$ cat config.mk
export PLATFORM = sky130hd
export DESIGN_NAME = spi_slave_reg_bridge
export DESIGN_NICKNAME = d
export VERILOG_FILES = /design/src/rtl/spi_slave_reg_bridge.sv
export SDC_FILE = /design/constraint.sdc
export NUM_CORES = 1
export LEC_CHECK = 0
export ABC_CLOCK_PERIOD_IN_PS = 2800
export BUFFER_PORTS_ARGS = -buffer_cell sky130_fd_sc_hd__buf_4
export CAP_MARGIN = 20
export CORE_AREA = 2 2 72 74
export CTS_CLUSTER_SIZE = 24
export DETAILED_ROUTE_END_ITERATION = 7
export DIE_AREA = 0 0 74 76
export PLACE_DENSITY = 0.73
export SLEW_MARGIN = 20
export SYNTH_ARGS = -nofsm -noshare
export SYNTH_HDL_FRONTEND = slang
export SYNTH_SLANG_ARGS = --single-unit
$ cat constraint.sdc
create_clock -name clk -period 2.8 [get_ports clk]
set_input_delay 0.28 -clock clk [delete_from_list [all_inputs] [get_ports clk]]
set_output_delay 0.28 -clock clk [all_outputs]
set_load 0.02 [all_outputs]
$ cat src/rtl/spi_slave_reg_bridge.sv
// rtl/spi_slave_reg_bridge.sv - SPI responder bridging command/burst frames onto a parallel register bus
// SPI pins are oversampled in clk; the first byte of a frame selects read/write and start address.
module spi_slave_reg_bridge #(
  parameter int          SYNC_STAGES = 2,
  parameter logic [7:0]  DUMMY_BYTE  = 8'h00
) (
  input  logic       clk,
  input  logic       rst_n,
  input  logic       cpol,
  input  logic       cpha,
  input  logic       sck,
  input  logic       ssn,
  input  logic       mosi,
  output logic       miso,
  output logic       miso_oe,
  output logic [6:0] reg_addr,
  output logic [7:0] reg_wdata,
  output logic       reg_we,
  output logic       reg_re,
  input  logic [7:0] reg_rdata,
  output logic       busy,
  output logic       frame_abort
);

  typedef enum logic [2:0] {
    ST_IDLE,
    ST_CMD,
    ST_WDATA,
    ST_RDUMMY,
    ST_RDATA
  } state_t;

  state_t                 state;
  logic [SYNC_STAGES-1:0] sck_sync;
  logic [SYNC_STAGES-1:0] ssn_sync;
  logic [SYNC_STAGES-1:0] mosi_sync;
  logic                   cpol_l;
  logic                   cpha_l;
  logic [2:0]             bit_cnt;
  logic [6:0]             rx_sr;
  logic [7:0]             tx_sr;
  logic                   tx_bit;
  logic [7:0]             rd_buf;
  logic                   cap_pend;
  logic                   inc_pend;

  logic       ssn_q;
  logic       mosi_q;
  logic       sck_rise;
  logic       sck_fall;
  logic       lead_edge;
  logic       trail_edge;
  logic       sample_edge;
  logic       shift_edge;
  logic       byte_done;
  logic [7:0] rx_byte;

  // ssn synchroniser resets high so the pad is not driven until a real select arrives
  always_ff @(posedge clk or negedge rst_n) begin
    if (!rst_n) begin
      sck_sync  <= '0;
      ssn_sync  <= '1;
      mosi_sync <= '0;
    end else begin
      sck_sync  <= {sck_sync[SYNC_STAGES-2:0], sck};
      ssn_sync  <= {ssn_sync[SYNC_STAGES-2:0], ssn};
      mosi_sync <= {mosi_sync[SYNC_STAGES-2:0], mosi};
    end
  end

  assign ssn_q       = ssn_sync[SYNC_STAGES-1];
  assign mosi_q      = mosi_sync[SYNC_STAGES-1];
  assign sck_rise    = sck_sync[SYNC_STAGES-2] & ~sck_sync[SYNC_STAGES-1];
  assign sck_fall    = ~sck_sync[SYNC_STAGES-2] & sck_sync[SYNC_STAGES-1];
  assign lead_edge   = cpol_l ? sck_fall : sck_rise;
  assign trail_edge  = cpol_l ? sck_rise : sck_fall;
  assign sample_edge = cpha_l ? trail_edge : lead_edge;
  assign shift_edge  = cpha_l ? lead_edge : trail_edge;
  assign rx_byte     = {rx_sr, mosi_q};
  assign byte_done   = sample_edge && (bit_cnt == 3'd7);

  assign miso_oe = ~ssn_q;
  assign miso    = miso_oe & (cpha_l ? tx_bit : tx_sr[7]);

  always_ff @(posedge clk or negedge rst_n) begin
    if (!rst_n) begin
      state       <= ST_IDLE;
      cpol_l      <= 1'b0;
      cpha_l      <= 1'b0;
      bit_cnt     <= 3'd0;
      rx_sr       <= 7'd0;
      tx_sr       <= 8'd0;
      tx_bit      <= 1'b0;
      rd_buf      <= 8'd0;
      cap_pend    <= 1'b0;
      inc_pend    <= 1'b0;
      reg_addr    <= 7'd0;
      reg_wdata   <= 8'd0;
      reg_we      <= 1'b0;
      reg_re      <= 1'b0;
      busy        <= 1'b0;
      frame_abort <= 1'b0;
    end else begin
      reg_we      <= 1'b0;
      reg_re      <= 1'b0;
      frame_abort <= 1'b0;
      cap_pend    <= reg_re;
      inc_pend    <= 1'b0;

      // read data arrives the clk after the strobe; address advances one clk later
      if (cap_pend) begin
        rd_buf   <= reg_rdata;
        inc_pend <= 1'b1;
      end
      if (inc_pend) begin
        reg_addr <= reg_addr + 7'd1;
      end

      if (state == ST_IDLE) begin
        bit_cnt <= 3'd0;
        if (!ssn_q) begin
          state  <= ST_CMD;
          busy   <= 1'b1;
          cpol_l <= cpol;
          cpha_l <= cpha;
          tx_sr  <= DUMMY_BYTE;
          tx_bit <= 1'b0;
        end
      end else if (ssn_q) begin
        // deselect: a byte finishing on this very clk still counts, a partial one is dropped
        state       <= ST_IDLE;
        busy        <= 1'b0;
        bit_cnt     <= 3'd0;
        rx_sr       <= 7'd0;
        tx_sr       <= DUMMY_BYTE;
        tx_bit      <= 1'b0;
        frame_abort <= (bit_cnt != 3'd0) && !byte_done;
        if (byte_done && state == ST_WDATA) begin
          reg_wdata <= rx_byte;
          reg_we    <= 1'b1;
          inc_pend  <= 1'b1;
        end else if (byte_done && state == ST_CMD) begin
          reg_addr <= rx_byte[6:0];
        end
      end else begin
        if (shift_edge) begin
          if (cpha_l) begin
            tx_bit <= tx_sr[7];
            tx_sr  <= {tx_sr[6:0], 1'b0};
          end else if (bit_cnt != 3'd0) begin
            // the trailing edge after a byte boundary must not shift the freshly loaded byte
            tx_sr <= {tx_sr[6:0], 1'b0};
          end
        end

        if (sample_edge) begin
          rx_sr   <= rx_byte[6:0];
          bit_cnt <= bit_cnt + 3'd1;

          if (bit_cnt == 3'd3 && (state == ST_RDUMMY || state == ST_RDATA)) begin
            reg_re <= 1'b1;
          end

          if (bit_cnt == 3'd7) begin
            case (state)
              ST_CMD: begin
                reg_addr <= rx_byte[6:0];
                tx_sr    <= DUMMY_BYTE;
                state    <= rx_byte[7] ? ST_WDATA : ST_RDUMMY;
              end
              ST_WDATA: begin
                reg_wdata <= rx_byte;
                reg_we    <= 1'b1;
                inc_pend  <= 1'b1;
                tx_sr     <= DUMMY_BYTE;
              end
              ST_RDUMMY: begin
                tx_sr <= rd_buf;
                state <= ST_RDATA;
              end
              ST_RDATA: begin
                tx_sr <= rd_buf;
              end
              default: ;
            endcase
          end
        end
      end
    end
  end

endmodule
Yosys cells after proc, flatten, opt, wreduce, memory -nomap -nowiden
Index checks and enable logic that the tools add are counted.
- add/subtract/negate cells: 2
- eq/ne operators: 8
- mux-type cells: 66
- bitwise gates (word level): 7
- reduce and logical (&&, ||, !) cells: 26
- operators by type and width (kind ; count):
    8-bit two-way mux ; 13
    7-bit two-way mux ; 10
    1-bit two-way mux ; 33
    3-bit two-way mux ; 8
    8-bit case mux with 2 select lines ; 1
    3-bit nonzero test ; 5
    3-bit by 2-bit == test with 1-bit output (second input constant) ; 3
    2-bit nonzero test ; 4
    7-bit by 1-bit adder with 7-bit output (second input constant) ; 1
    3-bit == test (second input constant) ; 2
    3-bit case mux with 2 select lines ; 1
    2-bit AND reduction ; 3
    1-bit logical AND ; 5
    5-bit AND reduction ; 1
    1-bit inverter ; 4
    4-bit AND reduction ; 1
    4-bit nonzero test ; 1
    2-bit OR reduction ; 2
    3-bit by 1-bit adder with 3-bit output (second input constant) ; 1
    1-bit AND ; 3
    3-bit by 1-bit == test with 1-bit output (second input constant) ; 1
    3-bit zero test ; 1
    3-bit AND reduction ; 1
    2-bit by 1-bit != test with 1-bit output (second input constant) ; 1
    other kinds (3) ; 3
- register bits after elaboration: 59
- input port bits: 15
- output and inout port bits: 21

Longest topological paths before layout
- word-level depth: 10
- mapped depth: 9
- mapped depth without buffers: 7

Worst setup path after synthesis
No wires, ideal clock.
- path type: reg2reg
- start: reg state[0]
- end: reg tx_sr[0]
- setup time: 0.138 ns
- arrival time: 1.952 ns
- required time: 2.662 ns
- setup slack: 0.710 ns
- stages on the path, launching flop included: 10
- path buffers: 3
- clock period less this slack: 2.090 ns
- cells stage by stage: dfrtp_1 -> clkbuf_1 -> or3_1 -> clkbuf_1 -> inv_2 -> ha_1 -> clkbuf_1 -> nor2_1 -> o21ai_1 -> o21ai_0
- cells in the longest elaborated chain, start to end: 7
- elaborated cells between the ends (all ways): 13
- classes of those cells: 5 x eq/ne; 5 x mux; 3 x reduce/logical
- ends and longest elaborated chain (what ; line ; RTL):
    start, declared ; 33 ; state_t state;
    start signal, assigned ; 169 ; state <= rx_byte[7] ? ST_WDATA : ST_RDUMMY;
    3-bit by 2-bit == test with 1-bit output (tied with other cells) ; 165 ; case (state)
    2-bit OR reduction (no line) ; -- ;
    8-bit case mux with 2 select lines ; 165 ;
    8-bit two-way mux ; 164 ; if (bit_cnt == 3'd7) begin
    8-bit two-way mux ; 156 ; if (sample_edge) begin
    8-bit two-way mux ; 129 ; end else if (ssn_q) begin
    8-bit two-way mux ; 119 ; if (state == ST_IDLE) begin
    end signal, assigned ; 152 ; tx_sr <= {tx_sr[6:0], 1'b0};
    end signal, assigned ; 178 ; tx_sr <= rd_buf;
    end signal, assigned ; 182 ; tx_sr <= rd_buf;
    end, declared ; 41 ; logic [7:0] tx_sr;
Parallel ways exist; a longest one is shown, timed or not.
A chain may end at the register's enable or synchronous reset.

Worst setup path after layout
- start: reg bit_cnt[0]
- end: reg reg_wdata[2]
- cells in the longest elaborated chain, start to end: 5
- elaborated cells between the ends (all ways): 6
- classes of those cells: 2 x eq/ne; 4 x reduce/logical
- ends and longest elaborated chain (what ; line ; RTL):
    start, declared ; 39 ; logic [2:0] bit_cnt;
    start signal, assigned ; 158 ; bit_cnt <= bit_cnt + 3'd1;
    3-bit == test * ; 80, 164 ;
    1-bit logical AND ; 80 ; assign byte_done = sample_edge && (bit_cnt == 3'd7);
    1-bit logical AND ; 138 ; if (byte_done && state == ST_WDATA) begin
    2-bit by 1-bit != test with 1-bit output (no line) ; -- ;
    5-bit AND reduction (no line) * ; -- ;
    end signal, assigned ; 139 ; reg_wdata <= rx_byte;
    end signal, assigned ; 172 ; reg_wdata <= rx_byte;
    end, declared ; 17 ; output logic [7:0] reg_wdata,
Mark *: on every way between the ends. The rest lies on a longest branch, timed or not.

==> qor.yml <==
synth-edff-count: 0
die_y_um: 76
grt-ovfl-total: 0
multi_input_area_mm2: 0.00113
finalCritPeriodShare: 0.807
via_count: 1817
seq_area_mm2: 0.00148
ys_types: 39
total_power_uw: 2220
synth_warnings: 0
leakagePower_uw: 0.00161
syn-instance-count: 226
numPortBuffers: 35
postCtsSetupRepairBufs: 0
worstPathCellList: "ha_1, ha_1, and3b_1, mux2i_1, or4_1, mux2_4"
final_cells: 341
die_w_um: 74
numCtsBuffers: 9
first_iter_violations: 113
cts_tree: "yes"
synthArstFlopShare: 1.00
synth_flop_cell: "dfrtp_1"
core-area_mm2: 0.00491
fin_skew_ns: 0.00883
grt_usage: 0.193
cts_sinks: 59
clkSlewWorstSetupHoldPaths_ns: 0.07
p_per_area_mw_per_mm2: 688
max_freq_mhz: 443
hold_violations: 9
utilization: 0.658
antenna_found_initial: 0
nNetsFinal: 289
path_max_fanout: 10
fin_crit_ns: 2.26
hold_class: "input pin to asynchronous set/reset pin"
syn-cell-area_mm2: 0.00269
num_antenna_cells: 0
r2r-start: "bit_cnt[0]$_DFFE_PN0P_"
start_util: 0.547
outcome: "complete, but fails checks"
drtPass1Iterations: 4
vias_per_cell: 5.33
worstPathRequired_ns: 3.02
dpl.hpwl_um: 3300
routedWlPerCell_um: 14.1
htree_levels: 3
drtAntennaViolNets: 0
fp.dieArea_mm2: 0.00562
grt_pass1_vias: 1822
setup_tns_ns: 0
area_growth_syn_to_layout_pct: 20.3
cts-root-buf: "clkbuf_8"
r2r_setup_slack_ns: 0.54
regToRegEndpoint: "reg_wdata[2]$_DFFE_PN0P_"
rsz0062_at_grt: "no"
avgSynthCellArea_um2: 11.9
layout-drive-gt1-share: 0.292
dp.cells: 325
cts.path.max_buffers: 2
max_stage_delay_ns: 0.71
cts_hold_buf: 0
synth_nets: 249
critical_path_class: "flop to flop"
crit_arrival_ns: 2.48
end_kind: "flop"
drc: 0
vdd_drop_max_mv: 0.444
design.portCount: 36
r2r_cells: 6
setup_viol: 0
ys_seq_elements: 59
final_max_slew_viol_count: 0
crit_top_cell: "ha_1"
critical_path.startpoint_type: "flop"
violations: "negative hold slack"
rows: 26
finalHoldWorstSlack_ns: -0.0129
grt_max_degree: 60
routed_wl_um: 4800
cts.repair.resized: 0
clk_latency_ns: 0.34
fillers: 385
routabilityCongestion: 0.916
tightestPinTransition_ns: 0.728
grt_pass1_wl_um: 8250
yosysSeqAreaShare: 0.551
cpMaxStageDelayCell: "or4_1"
slew_headroom: 0.514
drv_cap: 0
Yosys cell counts (4+ instances only):
| cell type | n | area share |
|---|---|---|
| o21ai_0 | 21 | 0.039 |
| dfrtp_1 | 57 | 0.53 |
| clkbuf_1 | 6 | 0.0084 |
| a22oi_1 | 8 | 0.022 |
| a21oi_1 | 5 | 0.0093 |
| nand2_1 | 19 | 0.027 |
| mux2_2 | 12 | 0.050 |
| inv_1 | 8 | 0.011 |
| mux2i_1 | 12 | 0.045 |
| a22o_1 | 7 | 0.023 |
| nor2_1 | 13 | 0.018 |
| ha_1 | 8 | 0.037 |
| mux2_4 | 8 | 0.045 |
| xnor2_1 | 4 | 0.013 |
cell usage in the layout (no fill, tap or decap), types with 3 or more instances in the layout:
master	count
mux2_4	8
buf_4	38
nand2_1	19
nor2_1	13
mux2_2	12
inv_1	8
a21oi_1	5
clkbuf_8	9
a22oi_1	8
clkinv_2	3
xor2_1	3
dfrtp_1	57
ha_1	8
nand2b_1	3
mux2i_1	12
o21ai_0	21
xnor2_1	4
and3b_1	3
a22o_1	7
per-stage QoR:
stage / hold slack, ns / area, um^2 / setup slack, ns
finish: -0.0129 / 3230 / 0.540
global route: 0.0250 / 3230 / 0.412
CTS: 0.0194 / 3230 / 0.505
detailed placement: 0.346 / 3020 / 0.530
global placement: 0.335 / 3020 / 0.585
floorplan: -0.0156 / 2690 / 0.710
power by group:
part	leakage (uW)	switching [uW]	internal (uW)
clock	0.000113	341	498
combinational	0.000704	228	181
sequential	0.000798	69.5	906
registers in the layout, summed over array words and instances (netlist names), 3 cells and up:
register and count:
rd_buf 8, reg_wdata 8, tx_sr 8, reg_addr 7
rx_sr 7, bit_cnt 3, state 3
worst max-delay path by stage:
stage | startpoint | to | slack [ns] | cells past startpoint
5_1_grt | bit_cnt[0]$_DFFE_PN0P_ | reg_wdata[4]$_DFFE_PN0P_ | 0.41 | 6
3_3_place_gp | bit_cnt[0]$_DFFE_PN0P_ | reg_wdata[1]$_DFFE_PN0P_ | 0.58 | 6
6_report | bit_cnt[0]$_DFFE_PN0P_ | reg_wdata[2]$_DFFE_PN0P_ | 0.54 | 6
4_1_cts | bit_cnt[0]$_DFFE_PN0P_ | reg_wdata[2]$_DFFE_PN0P_ | 0.50 | 6
3_5_place_dp | bit_cnt[0]$_DFFE_PN0P_ | reg_wdata[0]$_DFFE_PN0P_ | 0.53 | 6
2_1_floorplan | state[0]$_DFFE_PN0P_ | tx_sr[0]$_DFFE_PN0P_ | 0.71 | 9
cells by family (layout without fill, tap and decap cells):
family | after synthesis | after routing | synth area share
xor gates and xnor gates | 8 | 8 | 0.0289
buffers and inverters | 18 | 63 | 0.0289
DFF | 59 | 59 | 0.551
muxes | 32 | 32 | 0.140
and+or+nand+nor | 51 | 51 | 0.0918
adders and majority gates | 8 | 8 | 0.0373
AOI/OAI and AO/OA | 50 | 50 | 0.123
layout make-up:
class | count | share of cell area
Inverter | 9 | 0.0105
Tap cell | 70 | 0.0271
Multi-Input combinational cell | 149 | 0.350
Clock inverter | 7 | 0.0286
Sequential cell | 59 | 0.458
Timing Repair Buffer | 38 | 0.0883
Clock buffer | 9 | 0.0383
metal layers:
metal / vias to the layer above / share of wire / global-route usage
li1: 889 / - / -
met1: 872 / 0.46 / 0.256
met2: 47 / 0.47 / 0.285
met3: 9 / 0.045 / 0.0410
met4: 0 / 0.022 / 0.122
met5: - / 0 / 0
worst max-delay path: cells and delay by family (launching register included):
| family | cells | cell delay, ns |
|---|---|---|
| and+or+nand+nor | 2 | 0.90 |
| muxes | 2 | 0.49 |
| DFF | 1 | 0.38 |
| adders and majority gates | 2 | 0.37 |
No activity file was read; power rests on OpenSTA's default activity.
